==> config.mk <==
export PLATFORM = sky130hd
export DESIGN_NAME = rf_packet_rx
export DESIGN_NICKNAME = d
export VERILOG_FILES = /design/src/rtl/rf_rx_pkg.sv /design/src/rtl/rf_edge_sync.sv /design/src/rtl/rf_packet_rx.sv
export SDC_FILE = /design/constraint.sdc
export NUM_CORES = 1
export LEC_CHECK = 0
export ABC_AREA = 0
export CORE_UTILIZATION = 45
export CTS_CLUSTER_DIAMETER = 40
export DETAILED_ROUTE_END_ITERATION = 12
export PLACE_DENSITY = 0.74
export SKIP_LAST_GASP = 1
export SYNTH_ARGS = -nofsm -noshare
export SYNTH_HDL_FRONTEND = slang
export SYNTH_SLANG_ARGS = --single-unit
==> constraint.sdc <==
create_clock -name clk -period 10.7 [get_ports clk]
set_input_delay 1.07 -clock clk [delete_from_list [all_inputs] [get_ports clk]]
set_output_delay 1.07 -clock clk [all_outputs]
set_load 0.05 [all_outputs]
==> src/rtl/rf_rx_pkg.sv <==
// rf_rx_pkg: shared types and defaults for the RF pulse-position receiver.
// Holds the FSM state type, default sizing/timing and the TX preamble.
package rf_rx_pkg;

  typedef enum logic [1:0] {
    IDLE = 2'd0,
    PRE  = 2'd1,
    DATA = 2'd2,
    DONE = 2'd3
  } state_t;

  localparam int DEF_PACKET_SIZE   = 24;
  localparam int DEF_PREAMBLE_BITS = 8;
  localparam int DEF_PERIOD        = 10000;
  localparam int DEF_TOL           = 1000;
  localparam int DEF_CNT_W         = 16;

  // Preamble byte the transmitter sends ahead of the data bits.
  localparam logic [7:0] PREAMBLE = 8'hFF;

endpackage

==> src/rtl/rf_edge_sync.sv <==
// rf_edge_sync: 2-flop synchroniser plus registered rising-edge detector.
// Ports: clk, rst (async active-low), i_rfin (async), o_edge (1-cycle pulse).
module rf_edge_sync (
  input  logic clk,
  input  logic rst,
  input  logic i_rfin,
  output logic o_edge
);

  logic r_s1;
  logic r_s2;
  logic r_s3;
  logic r_edge;

  // o_edge rises 3 clocks after the rfin rise.
  always_ff @(posedge clk or negedge rst) begin
    if (!rst) begin
      r_s1   <= 1'b0;
      r_s2   <= 1'b0;
      r_s3   <= 1'b0;
      r_edge <= 1'b0;
    end else begin
      r_s1   <= i_rfin;
      r_s2   <= r_s1;
      r_s3   <= r_s2;
      r_edge <= r_s2 & ~r_s3;
    end
  end

  assign o_edge = r_edge;

endmodule

==> src/rtl/rf_packet_rx.sv <==
// rf_packet_rx: pulse-position RF receiver; preamble detect, MSB-first
// deserialise, valid/ack output. Ports: clk, rst (async low), rfin,
// ext_period_en/ext_period (runtime period), pkt_ack, pkt_data, pkt_valid,
// pkt_rec (pulse), busy, overflow (sticky), err_glitch (pulse).
module rf_packet_rx
  import rf_rx_pkg::*;
#(
  parameter int PACKET_SIZE   = DEF_PACKET_SIZE,
  parameter int PREAMBLE_BITS = DEF_PREAMBLE_BITS,
  parameter int PERIOD        = DEF_PERIOD,
  parameter int TOL           = DEF_TOL,
  parameter int CNT_W         = DEF_CNT_W
) (
  input  logic                   clk,
  input  logic                   rst,
  input  logic                   rfin,
  input  logic                   ext_period_en,
  input  logic [CNT_W-1:0]       ext_period,
  input  logic                   pkt_ack,
  output logic [PACKET_SIZE-1:0] pkt_data,
  output logic                   pkt_valid,
  output logic                   pkt_rec,
  output logic                   busy,
  output logic                   overflow,
  output logic                   err_glitch
);

  localparam int OW = $clog2(PREAMBLE_BITS + 1);
  localparam int BW = $clog2(PACKET_SIZE + 1);

  localparam logic [CNT_W:0]   L_TOL  = (CNT_W+1)'(TOL);
  localparam logic [CNT_W:0]   L_MIN  = (CNT_W+1)'(2*TOL + 2);
  localparam logic [CNT_W-1:0] L_PER  = CNT_W'(PERIOD);
  localparam logic [CNT_W-1:0] L_ONE  = CNT_W'(1);
  localparam logic [CNT_W-1:0] L_TOUT = CNT_W'(TOL + 1);
  localparam logic [OW-1:0]    L_OLST = OW'(PREAMBLE_BITS - 1);
  localparam logic [BW-1:0]    L_BLST = BW'(PACKET_SIZE - 1);

  state_t                 r_state;
  logic [CNT_W-1:0]       r_cnt;
  logic [CNT_W-1:0]       r_per;
  logic [OW-1:0]          r_ones;
  logic [BW-1:0]          r_bitcnt;
  logic [PACKET_SIZE-1:0] r_shreg;
  logic [PACKET_SIZE-1:0] r_data;
  logic                   r_valid;
  logic                   r_ovf;
  logic                   r_glitch;

  logic                   w_edge;
  logic [CNT_W-1:0]       w_per_sel;
  logic [CNT_W:0]         w_cnt;
  logic [CNT_W:0]         w_lo;
  logic [CNT_W:0]         w_hi;
  logic                   w_early;
  logic                   w_hit;
  logic                   w_tout;

  rf_edge_sync u_sync (
    .clk    (clk),
    .rst    (rst),
    .i_rfin (rfin),
    .o_edge (w_edge)
  );

  // Too-short external periods would make the windows overlap.
  assign w_per_sel =
    (ext_period_en && ({1'b0, ext_period} >= L_MIN))
      ? ext_period : L_PER;

  // r_cnt counts cycles since the reference edge: the edge cycle is 0,
  // so an edge exactly one period later sees r_cnt == P.
  assign w_cnt   = {1'b0, r_cnt};
  assign w_lo    = {1'b0, r_per} - L_TOL;
  assign w_hi    = {1'b0, r_per} + L_TOL;
  assign w_early = w_edge && (w_cnt < w_lo);
  assign w_hit   = w_edge && !w_early && (w_cnt <= w_hi);
  // An edge in the timeout cycle wins, so timeout needs no edge.
  assign w_tout  = !w_edge && (w_cnt == w_hi);

  always_ff @(posedge clk or negedge rst) begin
    if (!rst) begin
      r_state  <= IDLE;
      r_cnt    <= '0;
      r_per    <= '0;
      r_ones   <= '0;
      r_bitcnt <= '0;
      r_shreg  <= '0;
      r_data   <= '0;
      r_valid  <= 1'b0;
      r_ovf    <= 1'b0;
      r_glitch <= 1'b0;
    end else begin
      r_glitch <= 1'b0;
      if (pkt_ack) r_valid <= 1'b0;
      unique case (r_state)
        IDLE: begin
          r_cnt <= '0;
          if (w_edge) begin
            r_state <= PRE;
            r_ones  <= OW'(1);
            r_cnt   <= L_ONE;
            r_per   <= w_per_sel;
          end
        end
        PRE: begin
          if (w_early) begin
            r_state  <= IDLE;
            r_glitch <= 1'b1;
          end else if (w_hit) begin
            r_cnt <= L_ONE;
            if (r_ones == L_OLST) begin
              r_state  <= DATA;
              r_bitcnt <= '0;
            end else begin
              r_ones <= r_ones + OW'(1);
            end
          end else if (w_tout) begin
            r_state <= IDLE;
          end else begin
            r_cnt <= r_cnt + L_ONE;
          end
        end
        DATA: begin
          if (w_early) begin
            r_state  <= IDLE;
            r_glitch <= 1'b1;
          end else if (w_hit || w_tout) begin
            r_shreg  <= {r_shreg[PACKET_SIZE-2:0], w_hit};
            // Timeout keeps the nominal phase: it fires TOL past nominal.
            r_cnt    <= w_hit ? L_ONE : L_TOUT;
            r_bitcnt <= r_bitcnt + BW'(1);
            if (r_bitcnt == L_BLST) r_state <= DONE;
          end else begin
            r_cnt <= r_cnt + L_ONE;
          end
        end
        DONE: begin
          r_data  <= r_shreg;
          r_valid <= 1'b1;
          if (r_valid && !pkt_ack) r_ovf <= 1'b1;
          r_state <= IDLE;
          r_cnt   <= '0;
        end
        default: r_state <= IDLE;
      endcase
    end
  end

  assign pkt_data   = r_data;
  assign pkt_valid  = r_valid;
  assign pkt_rec    = (r_state == DONE);
  assign busy       = (r_state != IDLE);
  assign overflow   = r_ovf;
  assign err_glitch = r_glitch;

endmodule

# After elaboration in Yosys (flattened, before gate mapping)
# Cells that the tools add are included.
# totals
reg_bits	98
inputBits	21
output_inout_bits	29
word_cells	99
# classes
addsub	5
n_lt_le_gt_ge	3
eq_ne	18
n_mux	33
n_bitwise	3
reduce_logical	23
# ops
operator	n
16-bit two-way mux	6
16-bit one-hot mux with 4 select lines	1
5-bit two-way mux	5
16-bit by 10-bit adder with 17-bit output (second input constant)	1
16-bit by 17-bit == test with 1-bit output	1
16-bit by 17-bit <= comparator with 1-bit output	1
16-bit by 17-bit < comparator with 1-bit output	1
16-bit by 10-bit subtractor with 17-bit output (second input constant)	1
16-bit by 1-bit adder with 16-bit output (second input constant)	1
16-bit by 11-bit greater-or-equal comparator with 1-bit output (second input constant)	1
2-bit two-way mux	8
4-bit two-way mux	4
2-bit inequality test (second input constant)	6
10-bit two-way mux	1
5-bit one-hot mux with 2 select lines	1
5-bit AND reduction	2
3-bit inequality test (second input constant)	3
4-bit inequality test (second input constant)	2
2-bit one-hot mux with 4 select lines	1
4-bit one-hot mux with 2 select lines	1
2-bit nonzero test	4
1-bit logical AND	6
3-bit AND reduction	2
6-bit AND reduction	1
15 further kinds	24

# Depth between registers and ports, before layout
# Gate-level depths: netlist (run 1).
# logic_depth
ltp_word	10
mapped_depth	17
mapped_depth_nobuf	16

# Modules after synthesis
# Synthesis (run 1) repeated with hierarchy kept, for this count alone.
# hier_totals
hier_cells	527
hier_area_um2	5486.5
# by_module_without_submodules
module	instances	cells_per_inst	area_each_um2	seq_area_each_um2
rf_packet_rx	1	522	5372.7	2352.3
rf_edge_sync	1	5	113.9	100.1

# Worst setup path after synthesis (run 1)
# OpenSTA, ideal clock, no wires.
# synth_path
kind	reg-to-reg
startpoint	reg r_per[3]
endpoint	reg r_shreg[10]
setup_ns	0.125
t_arrival_ns	3.934
t_required_ns	10.575
setup_slack_ns	6.641
path_stages_with_launch	15
path_buffers	1
synth_period_minus_slack_ns	4.059
path_cell_list	dfrtp_1 -> o2111ai_1 -> nor2_1 -> or3_1 -> or3_1 -> xor2_1 -> ha_1 -> nand3_1 -> nor2_1 -> or4_1 -> a31oi_1 -> a311oi_4 -> o21ai_2 -> buf_2 -> mux2_2
# synth_via
elab_chain_cells	8
elab_cells_between_ends	13
cone_classes	2 x add/sub; 2 x order compare; 1 x eq/ne; 1 x bitwise; 7 x reduce/logical
# synth_rtl
item	line_no	source
from (decl)	rf_packet_rx.sv:41	logic [CNT_W-1:0] r_per;
from (signal assigned)	rf_packet_rx.sv:103	r_per <= w_per_sel;
16-bit by 10-bit subtractor with 17-bit output	rf_packet_rx.sv:74	assign w_lo = {1'b0, r_per} - L_TOL;
16-bit by 17-bit < comparator with 1-bit output	rf_packet_rx.sv:76	assign w_early = w_edge && (w_cnt < w_lo);
1-bit logical AND	rf_packet_rx.sv:76	
1-bit logical NOT	rf_packet_rx.sv:77	assign w_hit = w_edge && !w_early && (w_cnt <= w_hi);
1-bit logical AND (2 in a row)	rf_packet_rx.sv:77	
1-bit logical OR	rf_packet_rx.sv:128	end else if (w_hit || w_tout) begin
3-bit AND reduction (no source line) (*)	n/a	
to (signal assigned)	rf_packet_rx.sv:129	r_shreg <= {r_shreg[PACKET_SIZE-2:0], w_hit};
to (decl)	rf_packet_rx.sv:44	logic [PACKET_SIZE-1:0] r_shreg;
# Every way passes the cells marked *; elsewhere a longest branch is shown, timed or not.
# A chain may end at the register's enable or synchronous reset.

# Worst setup path after layout (run 1)
# layout_path
startpoint	reg r_per[3]
endpoint	reg r_bitcnt[0]
# layout_via
elab_chain_cells	9
elab_cells_between_ends	16
cone_classes	2 x add/sub; 2 x order compare; 5 x eq/ne; 7 x reduce/logical
# layout_rtl
item	line_no	source
16-bit by 10-bit subtractor with 17-bit output	rf_packet_rx.sv:74	
16-bit by 17-bit < comparator with 1-bit output	rf_packet_rx.sv:76	
1-bit logical AND	rf_packet_rx.sv:76	
1-bit logical NOT	rf_packet_rx.sv:77	
1-bit logical AND (2 in a row)	rf_packet_rx.sv:77	
1-bit logical OR	rf_packet_rx.sv:128	
2-bit inequality test (no source line)	n/a	
6-bit AND reduction (no source line) (*)	n/a	
to (signal assigned)	rf_packet_rx.sv:132	r_bitcnt <= r_bitcnt + BW'(1);
to (decl)	rf_packet_rx.sv:43	logic [BW-1:0] r_bitcnt;
# Marks and branches as above.

==> results of run 1 <==
## metrics by stage
step                total power, uW  instance area (um^2)  instances
finish                         1140                  6350        707
global placement                823                  6070        691
global route                   1220                  6350        707
CTS                            1150                  6350        707
detailed placement              836                  6070        691
floorplan                       743                  5480        518
## cells in the mapped netlist, types with 6 or more instances
cell	instances
xor2_1	11
nand2_1	39
a21oi_1	22
nor3b_1	8
a31oi_1	6
o22a_1	8
inv_1	20
o22ai_1	10
clkbuf_1	15
xnor2_1	11
nand3_1	25
nor3_1	12
dfrtp_1	98
mux2_2	50
o211ai_1	9
ha_1	37
nor2_1	20
nand4_1	8
o21ai_0	16
and3_1	7
or3_1	7
## kinds of logic (layout without fill, tap and decap cells)
group / count (synthesis) / count (layout)
AND/OR/NAND/NOR: 150 / 150
buffers and inverters: 43 / 89
multiplexers: 53 / 53
AO/OA/AOI/OAI: 115 / 115
adder cells (fa/ha/maj): 37 / 37
XOR/XNOR: 22 / 22
flip-flops: 98 / 98
## layout make-up
class | instances | area, um^2 | area share
inverter | 20 | 75.1 | 0.0118
clock buffer | 10 | 229 | 0.0360
timing repair buffer | 53 | 518 | 0.0815
tap | 143 | 179 | 0.0282
sequential | 98 | 2450 | 0.386
clock inverter | 6 | 50.0 | 0.00788
multi-input combinational | 377 | 2850 | 0.449
## power by group
part | total (uW) | internal [uW] | switching, uW
Clock | 308 | 161 | 148
Sequential | 462 | 403 | 59.1
Combinational | 372 | 157 | 215
Total | 1140 | 720 | 422
## state kept, by name, indices dropped and copies added (netlist names)
register / cells
pkt_data: 24
r_shreg: 24
r_cnt: 16
r_per: 16
r_bitcnt: 5
r_ones: 4
r_state: 2
err_glitch: 1
overflow: 1
pkt_valid: 1
u_sync.o_edge: 1
u_sync.r_s1: 1
u_sync.r_s2: 1
u_sync.r_s3: 1
## worst paths after layout
path,start,slack (ns),depth (start not counted),to
min in group asynchronous,rst,0.66,1,u_sync.r_s2
max in group asynchronous,rst,8.88,2,r_per[10]
setup reg to reg,r_per[3],6.06,15,r_bitcnt[0]
setup / recovery,r_per[3],6.06,15,r_bitcnt[0]
hold reg to reg,u_sync.r_s1,0.35,0,u_sync.r_s2
hold / removal,u_sync.r_s1,0.35,0,u_sync.r_s2
## worst register-to-register path, cell delays in order, from the launching register on
cell and delay [ns]:
dfrtp_1 0.48, o2111ai_1 0.30, nor2_1 0.13, or3_1 0.37, or3_1 0.33, xor2_1 0.15, ha_1 0.30, nand3_1 0.14
nor2_1 0.06, or4_1 0.53, a31oi_1 0.37, a311oi_4 0.20, o21ai_2 0.21, buf_4 0.34, o21a_1 0.26, mux2_2 0.36
## per-layer routing
layer  up-vias  part of all wire
met5         -                 0
met4         0             0.015
met3        21             0.064
met2       138              0.45
met1      2018              0.47
li1       2000                 -
==> out/qor.yml, run 1 <==
run_status:
  outcome: "finished, violations left"
  violations: "design-rule violations"
floorplan:
  die_x_um: 112
  core-area_um2: 11700
  start_util: 0.470
  die-height_um: 112
  dieArea_um2: 12600
  io_pins: 50
  rows: 39
sta:
  slew_headroom: 0.393
  max_freq_ghz: 0.215
  worstMarginPinSlew_ns: 0.909
  finClkSkew_ns: 0.00852
  drv_slew: 0
  hold_viol: 0
  setup_slack_ns: 6.06
  setup_viol: 0
  fin_crit_sh: 0.434
  rsz0062_at_grt: "no"
  final.min_clock_period_ns: 4.64
  fin_tns_setup_ns: 0
  hold-worst-slack_ns: 0.351
grt:
  grt.total_usage: 0.205
  grt_pass1_wl_um: 20700
  gr-total-overflow: 0
  grt.busiest_layer: "met2"
  grt_pass1_vias: 4161
  antenna_found_initial: 0
  use_met1: 0.287
  gr-usage-met2: 0.321
  grt_use_met3: 0.0464
  grt_max_degree: 67
logic_synthesis:
  synthMuxAreaShare: 0.108
  synthCells: 518
  synth_nets: 576
  synth_top_family_by_area: "compound AO/OA/AOI/OAI gates"
  ys_ff_latch: 98
  synth_top_flop_cell: "dfrtp_1"
  synth-compound-area-share: 0.151
  synth_xor_area_frac: 0.0352
  yosysSeqAreaShare: 0.448
  synth_top_area_share: 0.448
  avgSynthCellArea_um2: 10.6
  synth_warnings: 0
  synth_cell_types: 62
  synth.area.top_cells: "dfrtp_1 (45%), mux2_2 (10%), ha_1 (8.5%)"
  synth_largest_area_cell: "dfrtp_1"
  synth_edf_count: 0
  synth_fa_ha_area_frac: 0.0845
  netlist_area_um2: 5480
  synthSimpleGateAreaFrac: 0.142
  async_flop_share: 1.00
place:
  gp_congestion: 0.900
  port_buffers: 49
  place_ws_ns: 6.07
  hpwl_um: 8460
layout:
  area_growth_syn_to_layout_pct: 16.0
  final_cell_mix: "dfrtp_1 (98), mux2_2 (50), clkdlybuf4s50_1 (48)"
  layout_commonest_cell: "dfrtp_1"
  fin_util: 0.545
  layout-drive-gt1-share: 0.145
  antennaDiodeCount: 0
  fillers: 1001
  nets: 617
worst_setup_path:
  path_cells: "o2111ai_1 > nor2_1 > or3_1 > or3_1 > xor2_1 > ha_1 > nand3_1 > nor2_1 > or4_1 > a31oi_1 > a311oi_4 > o21ai_2 > buf_4 > o21a_1 > mux2_2"
  slowest_delay_ns: 0.53
  path_max_fanout: 28
  end_kind: "flop"
  cp_slowest_cell: "or4_1"
  cpLargestDelayFamily: "simple AND/OR/NAND/NOR gates"
  worst-setup-path-type: "flop to flop"
  arrival_ns: 4.88
  startpoint_type: "flop"
  crit_buf_inv: 1
  cp.required_ns: 10.94
flow_run:
  drv_cap: 0
cts:
  cts_buffers: 9
  clkLatencyLatePin_ns: 0.35
  root_buffer: "clkbuf_16"
  cts.reportedPaths.clkPinSlew_ns: 0.07
  cts_sinks: 98
  cts_resized: 0
  cts_setup_buffers: 0
  cts_buffer_depth: 2
  hold_buffers: 0
  cts_tree: "built"
  h-tree-depth: 3
routing:
  dr.first_iter.drc_count: 370
  antenna_left: 0
  dr.pass1.iters: 10
  routed_wl_um: 12000
  drc: 2
  vias_per_cell: 5.91
  vias: 4177
  wl_per_cell_um: 17.0
worst_hold_path:
  min_path_type: "flop to flop"
power_and_ir_drop:
  irDropWorstVdd_mv: 0.0861
  p_leak_uw: 0.00293
  power_density_nw_per_um2: 180
Power figures use the tool's default switching activity.
==> run 2: changes to the inputs <==
- clock period: 10.7 -> 4.85 ns (I/O delays scaled with it)
==> out/qor.yml, run 2 (synthesized netlist as in run 1, its figures left out) <==
grt:
  grt.total_usage: 0.207
  gr-usage-met2: 0.333
  grt_use_met3: 0.0524
  grt_max_degree: 65
  grt_pass1_vias: 4267
  grt_pass1_wl_um: 20700
  use_met1: 0.274
  grt.busiest_layer: "met2"
  gr-total-overflow: 0
  antenna_found_initial: 0
power_and_ir_drop:
  power_uw: 2620
  p_leak_uw: 0.00296
  power_density_nw_per_um2: 407
  irDropWorstVdd_mv: 0.242
place:
  hpwl_um: 8760
  dpl.cell_count: 693
  gp_congestion: 0.886
  place_ws_ns: 0.253
  post_dp_cell_area_um2: 6100
  port_buffers: 49
layout:
  fin_area_um2: 6430
  layout_commonest_cell: "dfrtp_1"
  fillers: 979
  final_cell_mix: "dfrtp_1 (98), mux2_2 (50), clkdlybuf4s50_1 (48)"
  regArea_um2: 2450
  final_cells: 709
  nets: 619
  layout-drive-gt1-share: 0.154
  multi_input_area_um2: 2870
  antennaDiodeCount: 0
  area_growth_syn_to_layout_pct: 17.4
worst_setup_path:
  crit_buf_inv: 0
  worst-setup-path-type: "flop to flop"
  cp_slowest_cell: "a311oi_4"
  r2r_cells: 12
  worstReg2RegEnd: "r_state[1]"
  end_kind: "flop"
  slowest_delay_ns: 0.78
  cpLargestDelayFamily: "simple AND/OR/NAND/NOR gates"
  path_max_fanout: 18
  arrival_ns: 4.86
  rrSetupSlack_ns: 0.23
  cp.required_ns: 5.09
  path_cells: "or4_4 > or3_1 > nand2_1 > xor2_1 > ha_1 > nand4_1 > nor4_1 > o21ai_2 > a311oi_4 > a2111oi_1 > a311oi_1 > mux2_2"
  reg2reg_from: "r_per[6]"
  startpoint_type: "flop"
sta:
  fin_crit_sh: 0.953
  setup_viol: 0
  slew_headroom: 0.421
  max_freq_ghz: 0.216
  setup_slack_ns: 0.229
  worstMarginPinSlew_ns: 0.868
  final.min_clock_period_ns: 4.62
  finClkSkew_ns: 0.0111
  rsz0062_at_grt: "yes"
  hold-worst-slack_ns: 0.221
  hold_viol: 0
  drv_slew: 0
cts:
  cts_resized: 0
  cts_setup_buffers: 0
  cts.reportedPaths.clkPinSlew_ns: 0.07
  cts_sinks: 98
  cts_buffer_depth: 2
  clkLatencyLatePin_ns: 0.36
  root_buffer: "clkbuf_16"
  h-tree-depth: 3
  hold_buffers: 0
  cts_tree: "built"
  cts_buffers: 9
routing:
  wl_per_cell_um: 17.3
  routed_wl_um: 12300
  vias: 4181
  vias_per_cell: 5.90
  drc: 1
  dr.first_iter.drc_count: 285
  dr.pass1.iters: 10
  antenna_left: 0
floorplan:
  core-area_um2: 11700
  start_util: 0.470
  die-height_um: 112
  io_pins: 50
  die_x_um: 112
  dieArea_um2: 12600
  rows: 39
run_status:
  violations: "design-rule violations"
  outcome: "finished, violations left"
worst_hold_path:
  min_path_type: "input pin to async pin"
flow_run:
  drv_cap: 0
==> run 2: area by class of cell <==
class,instances,area share
timing repair buffer,55,0.0848
clock inverter,6,0.0109
multi-input combinational,377,0.446
clock buffer,10,0.0372
sequential,98,0.381
inverter,20,0.0117
tap,143,0.0278
==> run 2: through the flow <==
stage	setup TNS (ns)	util
after floorplan	0	-
final	0	0.551
after global placement	0	0.523
after detailed placement	0	0.523
after global routing	-0.0259	0.551
after CTS	0	0.550
==> run 2: routing by layer <==
layer / share of wire / routed length, um
met1: 0.45 / 5480
met2: 0.48 / 5850
met3: 0.060 / 736
met4: 0.016 / 193
met5: 0 / 0
==> run 2: how the worst max path moves through the flow <==
stage / startpoint / to / slack [ns] / depth (start not counted)
after floorplan: r_per[3] / r_shreg[10] / 0.79 / 14
after global placement: r_per[6] / r_state[1] / 0.50 / 12
after detailed placement: r_per[6] / r_state[1] / 0.25 / 12
after CTS: r_per[6] / r_state[1] / 0.22 / 12
after global routing: r_per[6] / r_state[1] / -0.03 / 12
final: r_per[6] / r_state[1] / 0.23 / 12
==> run 2: report_power, final <==
group,switching [uW],internal (uW),leakage [uW]
logic,492,354,0.00149
registers,131,888,0.00132
clock network,332,420,0.000154
==> run 2: worst register-to-register path, cell delays in order, from the launching register on <==
cell       delay, ns
dfrtp_1         0.48
or4_4           0.58
or3_1           0.39
nand2_1         0.11
xor2_1          0.08
ha_1            0.32
nand4_1         0.15
nor4_1          0.49
o21ai_2         0.12
a311oi_4        0.78
a2111oi_1       0.25
a311oi_1        0.38
mux2_2          0.38
